<file path="src/rtl/drec_pkg.sv">
// Shared types and defaults for the recorder SDRAM arbitration logic.
//   ADDR_W_DEF / DATA_W_DEF : default SDRAM word address / data widths
//   state_t                 : host-port arbiter FSM states
//   grant_t                 : two-way grant encoding (W = record, R = playback)
package drec_pkg;

   localparam int unsigned ADDR_W_DEF = 24;
   localparam int unsigned DATA_W_DEF = 16;

   typedef enum logic [2:0] {
      IDLE,
      WR_ISSUE,
      RD_ISSUE,
      WR_WAIT,
      RD_WAIT
   } state_t;

   typedef enum logic {
      GNT_W = 1'b0,
      GNT_R = 1'b1
   } grant_t;

endpackage

</file>
<file path="src/rtl/drec_rr_pick.sv">
// Combinational 2-way round-robin pick with a write-urgent override.
//   i_wr_req, i_rd_req : pending requests
//   i_wr_urgent        : W wins any contention
//   i_last_grant       : requester granted most recently
//   o_valid            : at least one request pending
//   o_grant            : selected requester (meaningful when o_valid)
module drec_rr_pick
   import drec_pkg::*;
(
   input  logic   i_wr_req,
   input  logic   i_rd_req,
   input  logic   i_wr_urgent,
   input  grant_t i_last_grant,
   output logic   o_valid,
   output grant_t o_grant
);

   always_comb begin
      o_valid = i_wr_req | i_rd_req;
      o_grant = GNT_W;
      if (i_wr_req && i_rd_req) begin
         o_grant = (i_wr_urgent || (i_last_grant == GNT_R)) ? GNT_W : GNT_R;
      end else if (i_rd_req) begin
         o_grant = GNT_R;
      end
   end

endmodule

</file>
<file path="src/rtl/sdram_port_arbiter.sv">
// Shares the SDRAM controller host port between the record path (W, writes)
// and the playback path (R, reads). One command outstanding at a time, with a
// per-command timeout guarding against a hung controller.
//   wr_req/wr_urgent/wr_req_addr/wr_req_data -> wr_ack    : write requester
//   rd_req/rd_req_addr -> rd_ack, rd_resp_data/valid      : read requester
//   ctl_wr_* / ctl_rd_* / ctl_busy                        : controller side
//   timeout_err                                           : sticky abort flag
module sdram_port_arbiter
   import drec_pkg::*;
#(
   parameter int unsigned ADDR_W    = ADDR_W_DEF,
   parameter int unsigned DATA_W    = DATA_W_DEF,
   parameter int unsigned TIMEOUT_W = 8
)(
   input  logic              clk,
   input  logic              rst_n,
   input  logic              wr_req,
   input  logic              wr_urgent,
   input  logic [ADDR_W-1:0] wr_req_addr,
   input  logic [DATA_W-1:0] wr_req_data,
   output logic              wr_ack,
   input  logic              rd_req,
   input  logic [ADDR_W-1:0] rd_req_addr,
   output logic              rd_ack,
   output logic [DATA_W-1:0] rd_resp_data,
   output logic              rd_resp_valid,
   output logic [ADDR_W-1:0] ctl_wr_addr,
   output logic [DATA_W-1:0] ctl_wr_data,
   output logic              ctl_wr_enable,
   output logic [ADDR_W-1:0] ctl_rd_addr,
   output logic              ctl_rd_enable,
   input  logic [DATA_W-1:0] ctl_rd_data,
   input  logic              ctl_rd_ready,
   input  logic              ctl_busy,
   output logic              timeout_err
);

   state_t                r_state;
   state_t                w_next;
   grant_t                r_last_grant;
   logic [TIMEOUT_W-1:0]  r_cnt;
   logic [ADDR_W-1:0]     r_wr_addr;
   logic [DATA_W-1:0]     r_wr_data;
   logic [ADDR_W-1:0]     r_rd_addr;
   logic [DATA_W-1:0]     r_rd_data;
   logic                  r_resp_valid;
   logic                  r_timeout_err;

   logic                  w_pick_valid;
   grant_t                w_pick_grant;
   logic                  w_wr_issue;
   logic                  w_rd_issue;
   logic                  w_rd_done;
   logic                  w_wr_to;
   logic                  w_rd_to;
   logic                  w_cnt_full;
   logic                  w_grant;

   drec_rr_pick u_pick (
      .i_wr_req     (wr_req),
      .i_rd_req     (rd_req),
      .i_wr_urgent  (wr_urgent),
      .i_last_grant (r_last_grant),
      .o_valid      (w_pick_valid),
      .o_grant      (w_pick_grant)
   );

   assign w_cnt_full = (r_cnt == '1);
   assign w_grant    = (r_state == IDLE) && w_pick_valid;

   always_ff @(posedge clk or negedge rst_n) begin
      if (!rst_n) begin
         r_state <= IDLE;
      end else begin
         r_state <= w_next;
      end
   end

   // Wait states: r_cnt counts cycles spent in *_WAIT (0 on the first one).
   // Completion is checked before the timeout, so a response arriving in the
   // last counted cycle still wins over the abort.
   always_comb begin
      w_next     = r_state;
      w_wr_issue = 1'b0;
      w_rd_issue = 1'b0;
      w_rd_done  = 1'b0;
      w_wr_to    = 1'b0;
      w_rd_to    = 1'b0;
      unique case (r_state)
         IDLE: begin
            if (w_pick_valid) begin
               w_next = (w_pick_grant == GNT_W) ? WR_ISSUE : RD_ISSUE;
            end
         end
         WR_ISSUE: begin
            if (!ctl_busy) begin
               w_wr_issue = 1'b1;
               w_next     = WR_WAIT;
            end
         end
         RD_ISSUE: begin
            if (!ctl_busy) begin
               w_rd_issue = 1'b1;
               w_next     = RD_WAIT;
            end
         end
         WR_WAIT: begin
            // First wait cycle ignores busy: the controller raises it one
            // cycle after the enable strobe.
            if ((r_cnt != '0) && !ctl_busy) begin
               w_next = IDLE;
            end else if (w_cnt_full) begin
               w_wr_to = 1'b1;
               w_next  = IDLE;
            end
         end
         RD_WAIT: begin
            if (ctl_rd_ready) begin
               w_rd_done = 1'b1;
               w_next    = IDLE;
            end else if (w_cnt_full) begin
               w_rd_to = 1'b1;
               w_next  = IDLE;
            end
         end
         default: w_next = IDLE;
      endcase
   end

   always_ff @(posedge clk or negedge rst_n) begin
      if (!rst_n) begin
         r_last_grant  <= GNT_R;
         r_cnt         <= '0;
         r_wr_addr     <= '0;
         r_wr_data     <= '0;
         r_rd_addr     <= '0;
         r_rd_data     <= '0;
         r_resp_valid  <= 1'b0;
         r_timeout_err <= 1'b0;
      end else begin
         if (w_grant) begin
            r_last_grant <= w_pick_grant;
            if (w_pick_grant == GNT_W) begin
               r_wr_addr <= wr_req_addr;
               r_wr_data <= wr_req_data;
            end else begin
               r_rd_addr <= rd_req_addr;
            end
         end

         if (w_wr_issue || w_rd_issue) begin
            r_cnt <= '0;
         end else if ((r_state == WR_WAIT) || (r_state == RD_WAIT)) begin
            r_cnt <= r_cnt + 1'b1;
         end

         // A timed-out read still returns a (zero) sample so playback never stalls.
         r_resp_valid <= w_rd_done | w_rd_to;
         if (w_rd_done) begin
            r_rd_data <= ctl_rd_data;
         end else if (w_rd_to) begin
            r_rd_data <= '0;
         end

         if (w_wr_to || w_rd_to) begin
            r_timeout_err <= 1'b1;
         end
      end
   end

   assign wr_ack        = w_wr_issue;
   assign ctl_wr_enable = w_wr_issue;
   assign rd_ack        = w_rd_issue;
   assign ctl_rd_enable = w_rd_issue;
   assign ctl_wr_addr   = r_wr_addr;
   assign ctl_wr_data   = r_wr_data;
   assign ctl_rd_addr   = r_rd_addr;
   assign rd_resp_data  = r_rd_data;
   assign rd_resp_valid = r_resp_valid;
   assign timeout_err   = r_timeout_err;

endmodule

</file>
<file path="config.mk">
export PLATFORM = sky130hd
export DESIGN_NAME = sdram_port_arbiter
export DESIGN_NICKNAME = d
export VERILOG_FILES = /design/src/rtl/drec_pkg.sv /design/src/rtl/drec_rr_pick.sv /design/src/rtl/sdram_port_arbiter.sv
export SDC_FILE = /design/constraint.sdc
export NUM_CORES = 1
export LEC_CHECK = 0
export CORE_UTILIZATION = 45
export DETAILED_ROUTE_END_ITERATION = 10
export PLACE_DENSITY = 0.93
export SETUP_SLACK_MARGIN = 0.2
export SKIP_CTS_REPAIR_TIMING = 1
export SYNTH_ARGS = -nofsm -noshare
export SYNTH_HDL_FRONTEND = slang
export SYNTH_HIERARCHICAL = 1
export SYNTH_SLANG_ARGS = --single-unit
</file>
<file path="constraint.sdc">
create_clock -name clk -period 4 [get_ports clk]
set_input_delay 0.8 -clock clk [delete_from_list [all_inputs] [get_ports clk]]
set_output_delay 0.8 -clock clk [all_outputs]
set_load 0.02 [all_outputs]
</file>
==> results.toml <==
[power_and_ir_drop]
p_comb_frac = 0.490
intPower_w = 0.00280
p_seq_frac = 0.371
p_leak_nw = 2.43
power_density_mw_per_mm2 = 758
vdd_drop_max_v = 0.000393
swShare = 0.363
p_switching_w = 0.00160
pwr-share-clk = 0.139

[cells_and_area]
layout-drive-gt1-share = 0.0813
nFillCells = 592
multiInputGateArea_mm2 = 0.00137
nNetsFinal = 527
num_antenna_cells = 0
regArea_mm2 = 0.00235
syn2layout_area_growth_pct = 50.4

[timing]
fin_crit_ps = 3330
finalHoldViolCount = 0
tightest_slew_ps = 617
rsz0062_at_grt = "no"
tns_ps = 0
setup_viol = 0
fin_crit_sh = 0.832
layout_setup_ws_ps = 672
slew_headroom = 0.588
timing.fmax_ghz = 0.300
drv_slew = 0
fin_worst_skew_ps = 10.0

[global_routing]
antenna_found_initial = 0
grt_max_degree = 41
grt_pass1_vias = 2773
grtUsageTotal = 0.199
grt_pass1_wl_um = 13600
grt_overflow = 0

[place]
hpwl_um = 6420
numPortBuffers = 172
pre_cts_ws_ps = 646
gp_congestion = 0.816

[clock_network]
cts_tree = "yes"
insertion_delay_ps = 350
clock_path_buffers = 2
h-tree-depth = 3
cts_made_buffers = 9
path_clk_slew_ps = 90
cts_sinks = 94
cts_root_buffer = "clkbuf_8"

[logic_synthesis]
ys_types = 42
synth-seq-area-share = 0.610
yosysWarningCount = 6
avgSynthCellArea_um2 = 14.4
synth_nets = 357
syn_inst = 268
synth_area_mm2 = 0.00386
synth_seq_cells = 94

[worst_setup_path]
startpoint_type = "primary input"
worst-r2r-cell-count = 5
path_max_fanout = 7
criticalPathCategory = "in -> out"
worstPathArrival_ps = 2530
cp-end-kind = "output port"
worstPathRequired_ps = 3200

[floorplanning]
chipWidth_um = 94.6
die-area_mm2 = 0.00895
start_util = 0.467
row_count = 33
io_pins = 173
core_mm2 = 0.00826
fp.dieH_um = 94.6

[drt]
drt_wl_total_um = 8600
dr.pass1.iters = 4
final_antenna_net_count = 0
drc = 0
avgRoutedWirePerCell_um = 15.7
drt_iter0_markers = 75
via_per_inst = 5.00
vias = 2738

[hold_path]
holdCritPathClass = "in -> async"

[status]
outcome = "completed"

[flow_run]
drv_cap = 0
metrics by stage:
stage | power (W) | instances | hold WS (ps) | cell area, um^2 | util
2_1_floorplan | 0.00278 | 268 | 439 | 3860 | -
3_3_place_gp | 0.00375 | 532 | 446 | 5610 | 0.680
3_5_place_dp | 0.00384 | 532 | 451 | 5610 | 0.680
4_1_cts | 0.00446 | 548 | 364 | 5800 | 0.703
5_1_grt | 0.00467 | 548 | 379 | 5800 | 0.703
6_report | 0.00440 | 548 | 366 | 5800 | 0.703
cell families (layout without fill, tap and decap cells):
group / after synthesis / in the layout / synth area share
buffers and inverters: 22 / 197 / 0.0379
multiplexers: 64 / 64 / 0.187
adder cells (fa/ha/maj): 2 / 2 / 0.00648
AO/OA/AOI/OAI: 40 / 40 / 0.0791
flip-flops: 94 / 94 / 0.610
XOR/XNOR: 8 / 8 / 0.0182
AND/OR/NAND/NOR: 38 / 38 / 0.0619
cell usage in the layout, fill, tap and decap left out, drive strengths merged, types with 7 or more instances in the layout:
cell type,Yosys,final
nor2,13,13
clkbuf,1,11
clkdlybuf4s50,0,171
dfrtp,93,93
inv,6,7
o21ai,7,7
mux2,64,64
a22o,16,16
sequential cells by signal, summed over array words and instances, names as in the netlist:
| name | count |
|---|---|
| ctl_rd_addr | 24 |
| ctl_wr_addr | 24 |
| ctl_wr_data | 16 |
| r_cnt | 8 |
| r_last_grant | 1 |
| r_state | 3 |
| rd_resp_data | 16 |
| rd_resp_valid | 1 |
| timeout_err | 1 |
per-layer routing:
layer	global-route usage	share of wire	routed length, um
met1	0.242	0.41	3530
met4	0.0846	0.023	199
met5	0	0	0
met3	0.0395	0.059	506
met2	0.342	0.51	4360
worst paths after layout:
check                                    startpoint                     endpoint  slack (ps)
max in group asynchronous                     rst_n         r_cnt[3]$_DFFE_PN0P_        2810
hold reg to reg            r_last_grant$_DFFE_PN1P_     r_last_grant$_DFFE_PN1P_         470
setup reg to reg             r_state[0]$_DFFE_PN0P_   ctl_wr_data[8]$_DFFE_PN0P_        1970
setup / recovery                           ctl_busy                       wr_ack         670
hold / removal                                rst_n  ctl_wr_addr[12]$_DFFE_PN0P_         370
min in group clk           r_last_grant$_DFFE_PN1P_     r_last_grant$_DFFE_PN1P_         470
power groups by stage:
stage	Clock, W	Sequential [W]	Combinational, W
detailed placement	0	0.00166	0.00218
finish	0.000611	0.00163	0.00216
floorplan	0	0.00210	0.000681
CTS	0.000631	0.00164	0.00219
global placement	0	0.00162	0.00213
global route	0.000668	0.00170	0.00230
final cells by class:
class,count,share of cell area
Clock buffer,11,0.0226
Timing Repair Buffer,175,0.300
Tap cell,105,0.0226
Inverter,6,0.00388
Multi-Input combinational cell,152,0.235
Clock inverter,5,0.0101
Sequential cell,94,0.405
synthesized netlist by cell type:
cell type	number	share of area
a21o_2	1	0.0023
a21oi_1	6	0.0078
a22o_1	16	0.036
a31o_2	1	0.0023
a32o_1	1	0.0026
and2_1	3	0.0049
and3_2	1	0.0019
and3b_1	1	0.0023
and4_4	2	0.0058
buf_2	6	0.0078
buf_4	3	0.0058
buf_6	6	0.018
clkbuf_1	1	0.00097
dfrtp_1	93	0.60
dfstp_2	1	0.0068
ha_1	2	0.0065
inv_1	5	0.0049
inv_2	1	0.00097
mux2_1	59	0.17
mux2_2	5	0.015
nand2_1	6	0.0058
nand3_2	1	0.0026
nand3b_1	1	0.0019
nand4_1	1	0.0016
nor2_1	12	0.012
nor2_2	1	0.0016
nor2b_1	1	0.0016
nor3_1	1	0.0013
nor3_2	2	0.0052
nor3b_4	1	0.0049
nor4b_1	2	0.0045
o2111ai_1	2	0.0045
o211ai_1	3	0.0058
o21ai_0	4	0.0052
o21ai_1	2	0.0026
o21ai_4	1	0.0042
o21bai_1	2	0.0039
o22ai_1	1	0.0016
or2_1	1	0.0016
or4b_1	1	0.0026
xnor2_1	2	0.0045
xor2_1	6	0.014
critical path, cell delays in order:
cell	delay, ps
clkdlybuf4s50_1	560
nor4b_1	470
clkdlybuf4s50_1	700
(Power assumes the default switching activity.)
